<file path="src/rtl/amp_ctrl_pkg.sv">
// Shared FSM encoding, parameter defaults and the target clamp helper
// for the amplitude ramp controller.
package amp_ctrl_pkg;

   localparam int DEF_STEP_MV  = 10;
   localparam int DEF_TICK_DIV = 5000;
   localparam int DEF_MAX_MV   = 3000;
   localparam int DEF_INIT_MV  = 0;

   typedef enum logic [1:0] {
      ST_IDLE      = 2'd0,
      ST_WAIT_TICK = 2'd1,
      ST_WAIT_WRAP = 2'd2
   } ramp_state_e;

   function automatic logic [11:0] clamp_mv(input logic [11:0] mv, input int max_mv);
      return (int'(mv) > max_mv) ? 12'(max_mv) : mv;
   endfunction

endpackage

</file>
<file path="src/rtl/amp_req_arbiter.sv">
// Fixed-priority MCU/PID target arbiter; presents the clamped accepted value.
// Purely combinational: the target register lives in amp_ramp_ctrl.
module amp_req_arbiter
   import amp_ctrl_pkg::*;
#(
   parameter int MAX_MV = DEF_MAX_MV
) (
   input  logic        rst,
   input  logic        mcu_valid,
   input  logic [11:0] mcu_mv,
   input  logic        pid_valid,
   input  logic [11:0] pid_mv,
   output logic        mcu_ready,
   output logic        pid_ready,
   output logic        acc_valid,
   output logic [11:0] acc_mv
);

   // PID is back-pressured rather than dropped while the MCU holds the port.
   always_comb begin
      mcu_ready = ~rst;
      pid_ready = ~rst & ~mcu_valid;
      acc_valid = (mcu_valid & mcu_ready) | (pid_valid & pid_ready);
      acc_mv    = clamp_mv(mcu_valid ? mcu_mv : pid_mv, MAX_MV);
   end

endmodule

</file>
<file path="src/rtl/amp_ramp_ctrl.sv">
// Slew-limited amplitude controller: steps voltage_mv toward the target at most
// STEP_MV per tick period, and only on a DDS centre crossing (phase_wrap).
module amp_ramp_ctrl
   import amp_ctrl_pkg::*;
#(
   parameter int STEP_MV  = DEF_STEP_MV,
   parameter int TICK_DIV = DEF_TICK_DIV,
   parameter int MAX_MV   = DEF_MAX_MV,
   parameter int INIT_MV  = DEF_INIT_MV
) (
   input  logic        clk,
   input  logic        rst,
   input  logic        mcu_valid,
   input  logic [11:0] mcu_mv,
   output logic        mcu_ready,
   input  logic        pid_valid,
   input  logic [11:0] pid_mv,
   output logic        pid_ready,
   input  logic        phase_wrap,
   output logic [11:0] voltage_mv,
   output logic        busy,
   output logic        done
);

   localparam int                CNT_W    = (TICK_DIV > 1) ? $clog2(TICK_DIV) : 1;
   localparam logic [CNT_W-1:0]  CNT_LAST = CNT_W'(TICK_DIV - 1);
   localparam logic signed [12:0] STEP_S  = 13'(STEP_MV);
   localparam logic [11:0]       STEP_U   = 12'(STEP_MV);
   localparam logic [11:0]       INIT_U   = 12'(INIT_MV);

   ramp_state_e      state_q, state_d;
   logic [CNT_W-1:0] cnt_q, cnt_d;
   logic [11:0]      target_q, target_d;
   logic [11:0]      volt_q, volt_d;
   logic             done_q, done_d;

   logic             acc_valid;
   logic [11:0]      acc_mv;
   logic signed [12:0] diff;
   logic [11:0]      stepped_mv;
   logic             at_target;

   amp_req_arbiter #(.MAX_MV(MAX_MV)) u_arb (
      .rst       (rst),
      .mcu_valid (mcu_valid),
      .mcu_mv    (mcu_mv),
      .pid_valid (pid_valid),
      .pid_mv    (pid_mv),
      .mcu_ready (mcu_ready),
      .pid_ready (pid_ready),
      .acc_valid (acc_valid),
      .acc_mv    (acc_mv)
   );

   // Final step lands exactly on the target, so no overshoot is possible.
   always_comb begin
      diff      = $signed({1'b0, target_q}) - $signed({1'b0, volt_q});
      at_target = (target_q == volt_q);
      if (diff > STEP_S)
         stepped_mv = volt_q + STEP_U;
      else if (diff < -STEP_S)
         stepped_mv = volt_q - STEP_U;
      else
         stepped_mv = target_q;
   end

   // NOTE: combinational next-state logic uses blocking '=' with every output
   // defaulted first, so no latches; the flops below use non-blocking '<='.
   always_comb begin
      state_d  = state_q;
      cnt_d    = cnt_q;
      volt_d   = volt_q;
      done_d   = 1'b0;
      target_d = acc_valid ? acc_mv : target_q;
      unique case (state_q)
         ST_IDLE: begin
            if (!at_target) begin
               state_d = ST_WAIT_TICK;
               cnt_d   = '0;
            end
         end
         ST_WAIT_TICK: begin
            if (at_target) begin
               state_d = ST_IDLE;
               done_d  = 1'b1;
            end else if (cnt_q == CNT_LAST) begin
               state_d = ST_WAIT_WRAP;
            end else begin
               cnt_d = cnt_q + CNT_W'(1);
            end
         end
         ST_WAIT_WRAP: begin
            if (at_target) begin
               state_d = ST_IDLE;
               done_d  = 1'b1;
            end else if (phase_wrap) begin
               volt_d = stepped_mv;
               if (stepped_mv == target_q) begin
                  state_d = ST_IDLE;
                  done_d  = 1'b1;
               end else begin
                  state_d = ST_WAIT_TICK;
                  cnt_d   = '0;
               end
            end
         end
         default: begin
            state_d = ST_IDLE;
         end
      endcase
   end

   always_ff @(posedge clk) begin
      if (rst) begin
         state_q  <= ST_IDLE;
         cnt_q    <= '0;
         target_q <= INIT_U;
         volt_q   <= INIT_U;
         done_q   <= 1'b0;
      end else begin
         state_q  <= state_d;
         cnt_q    <= cnt_d;
         target_q <= target_d;
         volt_q   <= volt_d;
         done_q   <= done_d;
      end
   end

   assign voltage_mv = volt_q;
   assign busy       = ~rst & ~at_target;
   assign done       = ~rst & done_q;

endmodule
</file>
<file path="config.mk">
export PLATFORM = sky130hd
export DESIGN_NAME = amp_ramp_ctrl
export DESIGN_NICKNAME = d
export VERILOG_FILES = /design/src/rtl/amp_ctrl_pkg.sv /design/src/rtl/amp_req_arbiter.sv /design/src/rtl/amp_ramp_ctrl.sv
export SDC_FILE = /design/constraint.sdc
export NUM_CORES = 1
export LEC_CHECK = 0
export ABC_CLOCK_PERIOD_IN_PS = 3900
export CORE_MARGIN = 2
export CORE_UTILIZATION = 30
export CTS_CLUSTER_SIZE = 28
export DETAILED_ROUTE_END_ITERATION = 16
export PLACE_DENSITY = 0.52
export SLEW_MARGIN = 20
export SYNTH_ARGS = -nofsm -noshare
export SYNTH_HDL_FRONTEND = slang
export SYNTH_SLANG_ARGS = --single-unit
</file>
<file path="constraint.sdc">
create_clock -name clk -period 3.9 [get_ports clk]
set_input_delay 0.39 -clock clk [delete_from_list [all_inputs] [get_ports clk]]
set_output_delay 0.39 -clock clk [all_outputs]
set_load 0.05 [all_outputs]
</file>
==> impl_metrics.toml <==
[synth]
synthCells = 503
muxShareOfSynthArea = 0.0385
async_flop_share = 0
synth.distinct_cells = 81
yosysWarningCount = 0
synth_edf_count = 0
synth_most_common_cell = "nor2_1"
synth_top_family_by_area = "compound AO/OA/AOI/OAI gates"
netlist_area_um2 = 3860
synth_common_cells = "nor2_1, dfxtp_1, a21oi_1, o21ai_0, inv_1"
synthTopCellsByArea = "dfxtp_1, ha_1, a21oi_1, o21ai_0, nor2_1"
synth-adder-area-share = 0.0667
synth_top_area_frac = 0.207
synth_compound_gate_area_share = 0.349
synth_ff_type = "dfxtp_1"
synth_nets = 552
yosys.area_share.xor_xnor = 0.0522
synth-simple-area-share = 0.226
yosys.area.top_type = "dfxtp_1"
yosysSeqAreaShare = 0.207
avgSynthCellArea_um2 = 7.68
ys_seq_elements = 40

[clock_tree]
clock-root-buffer = "clkbuf_16"
cts_tree = "yes"
clk_latency_ns = 0.30
postCtsHoldBufs = 0
numClockSinks = 40
cts_made_buffers = 5
htreeDepth = 2
cts_buffer_depth = 2
clk_pin_slew_worst_paths_ns = 0.07

[floorplan]
core_area_um2 = 12600
dieArea_um2 = 13800
fp.dieH_um = 117
die_x_um = 117
std_cell_rows = 41
initial_core_util = 0.306
io_pins = 45

[worst_setup_path]
critPathMaxFanout = 9
reg2reg_to = "cnt_q[7]"
crit_required_ns = 4.09
cp-endpoint = "cnt_q[7]"
startpoint = "target_q[7]"
critPathLaunchType = "register"
critical_path_class = "reg -> reg"
reg2reg_slack_ns = -0.14
critPathCaptureType = "register"
crit-reg2reg-launch = "target_q[7]"
critPathArrivalTime_ns = 4.24
worst_r2r_path_depth = 18

[power_and_ir_drop]
swShare = 0.349
p_clk_frac = 0.303
ir_drop_uv = 231
p_switching_uw = 553
internal-power_uw = 1030
seqPwrFrac = 0.279
pwr-share-comb = 0.418
p_leak_uw = 0.00218
powerDensity_nw_per_um2 = 276

[finish]
fin_nets = 679
area_delta_synth_final_pct = 48.4
drive_above_1_share = 0.319
design_area_um2 = 5730
antenna_cells = 0
fin_cells = 803

[place]
portBuffers = 44
post-dp-hpwl_um = 10800
gp_congestion = 1.00
placedCellCount = 783
postPlaceCellArea_um2 = 5260

[sta]
slew_violations = 0
setup_slack_ns = -0.145
fin_worst_skew_ns = 0.00992
finalHoldViolCount = 0
relSlewSlack = 0.474
tightestPinTransition_ns = 0.786
fin_crit_sh = 1.04
setup_violations = 13
post-route-min-period_ns = 4.04
rsz0062_at_grt = "true"
fmax_ghz = 0.247
holdWs_ns = 0.493

[grt]
grt-busiest-layer = "met2"
track_usage = 0.201
use_met3 = 0.0257
grt.met2_usage = 0.339
grt_pass1_wl_um = 22800
grt_start_max_net_pins = 38
grt_util_met1 = 0.271
grt_pass1_vias = 4362
grt_overflow = 0
antenna_found_initial = 0

[detailed_routing]
via_count = 4454
ant_nets = 0
vias_per_cell = 5.55
wl_um = 13900
first_pass_iters = 7
drt-initial-drc-count = 422
drcViolationCount = 0
wire_per_inst_um = 17.3

[worst_hold_path]
hold_class = "reg -> reg"

[status]
status = "finished, violations left"
violations = "setup timing"

[job]
max-cap-violations = 0
==> metal layers <==
layer	wire [µm]	up-vias
met5	0	-
met4	266	0
met3	599	21
met2	6590	134
met1	6470	2129
li1	-	2170
==> through the flow <==
| step | setup WS, ns | TNS, ns | power (µW) | utilization |
|---|---|---|---|---|
| after floorplan | -0.0693 | -0.0971 | 816 | - |
| after global placement | -0.248 | -2.79 | 1030 | 0.417 |
| after detailed placement | -0.315 | -3.39 | 1030 | 0.417 |
| after CTS | -0.0928 | -0.686 | 1560 | 0.445 |
| after global routing | -0.285 | -3.50 | 1670 | 0.454 |
| final | -0.145 | -0.974 | 1580 | 0.454 |
==> critical path: stages, from the launching register on <==
cell	delay, ns
dfxtp_1	0.48
ha_4	0.28
a21oi_4	0.17
buf_4	0.13
o21ai_0	0.07
a22oi_1	0.25
o211ai_1	0.20
buf_4	0.19
nor4bb_4	0.32
nand4_1	0.13
buf_4	0.18
mux2i_1	0.24
buf_4	0.19
or4_4	0.13
o31ai_4	0.07
buf_4	0.15
o31a_4	0.39
a311o_1	0.30
o41ai_1	0.07
==> logic make-up after synthesis <==
logic type      after synthesis
compound gates              184
xor+xnor                     23
mux                          13
fa+ha+maj                    20
flops                        40
buf+inv                      57
simple gates                166
==> worst min path at each step <==
| stage | start | end | slack (ns) | cells past startpoint |
|---|---|---|---|---|
| after floorplan | cnt_q[7] | cnt_q[7] | 0.44 | 1 |
| after global placement | cnt_q[7] | cnt_q[7] | 0.45 | 1 |
| after detailed placement | cnt_q[7] | cnt_q[7] | 0.47 | 1 |
| final | cnt_q[7] | cnt_q[7] | 0.49 | 1 |
| after CTS | cnt_q[7] | cnt_q[7] | 0.48 | 1 |
| after global routing | cnt_q[7] | cnt_q[7] | 0.54 | 1 |
==> sequential cells by signal (all words and copies together) (netlist names) <==
register,count
target_q,12
done_q,1
cnt_q,13
state_q,2
voltage_mv,12
==> power groups by stage <==
stage | registers [µW] | logic [µW] | clock network [µW]
floorplan | 448 | 368 | 0
global placement | 449 | 579 | 0
detailed placement | 449 | 586 | 0
CTS | 440 | 636 | 485
global route | 444 | 721 | 503
finish | 442 | 662 | 480
==> repair_timing <==
action	4_1_cts	5_1_grt
resized for setup	19	18
buffers inserted	13	2
endpoints found under the setup margin	15	16
pin swaps	10	1
==> cells in the final DEF (no fill, tap or decap), types with 6 or more instances in the layout <==
cell and n:
a211oi_1 8, a21oi_1 30, a22oi_1 7, a31oi_1 9, and3_1 8, buf_4 102, clkbuf_16 6, clkdlybuf4s50_1 42
dfxtp_1 27, dfxtp_4 10, ha_1 10, ha_4 8, inv_1 26, mux2i_1 7, nand2_1 28, nand3_1 17
nand4_1 8, nor2_1 42, nor2b_1 7, nor3_1 16, o21a_1 6, o21ai_0 32, o21ai_1 7, o22ai_1 8
xnor2_1 13, xor2_1 7
==> layout make-up <==
cell class | instances | area (µm²)
multi-input cells | 406 | 3180
clock inverters | 1 | 8.76
fillers | 1300 | 6890
well taps | 172 | 215
repair buffers | 145 | 1200
inverters | 32 | 125
clock buffers | 7 | 164
flip-flops and latches | 40 | 842
(Power assumes the default switching activity.)
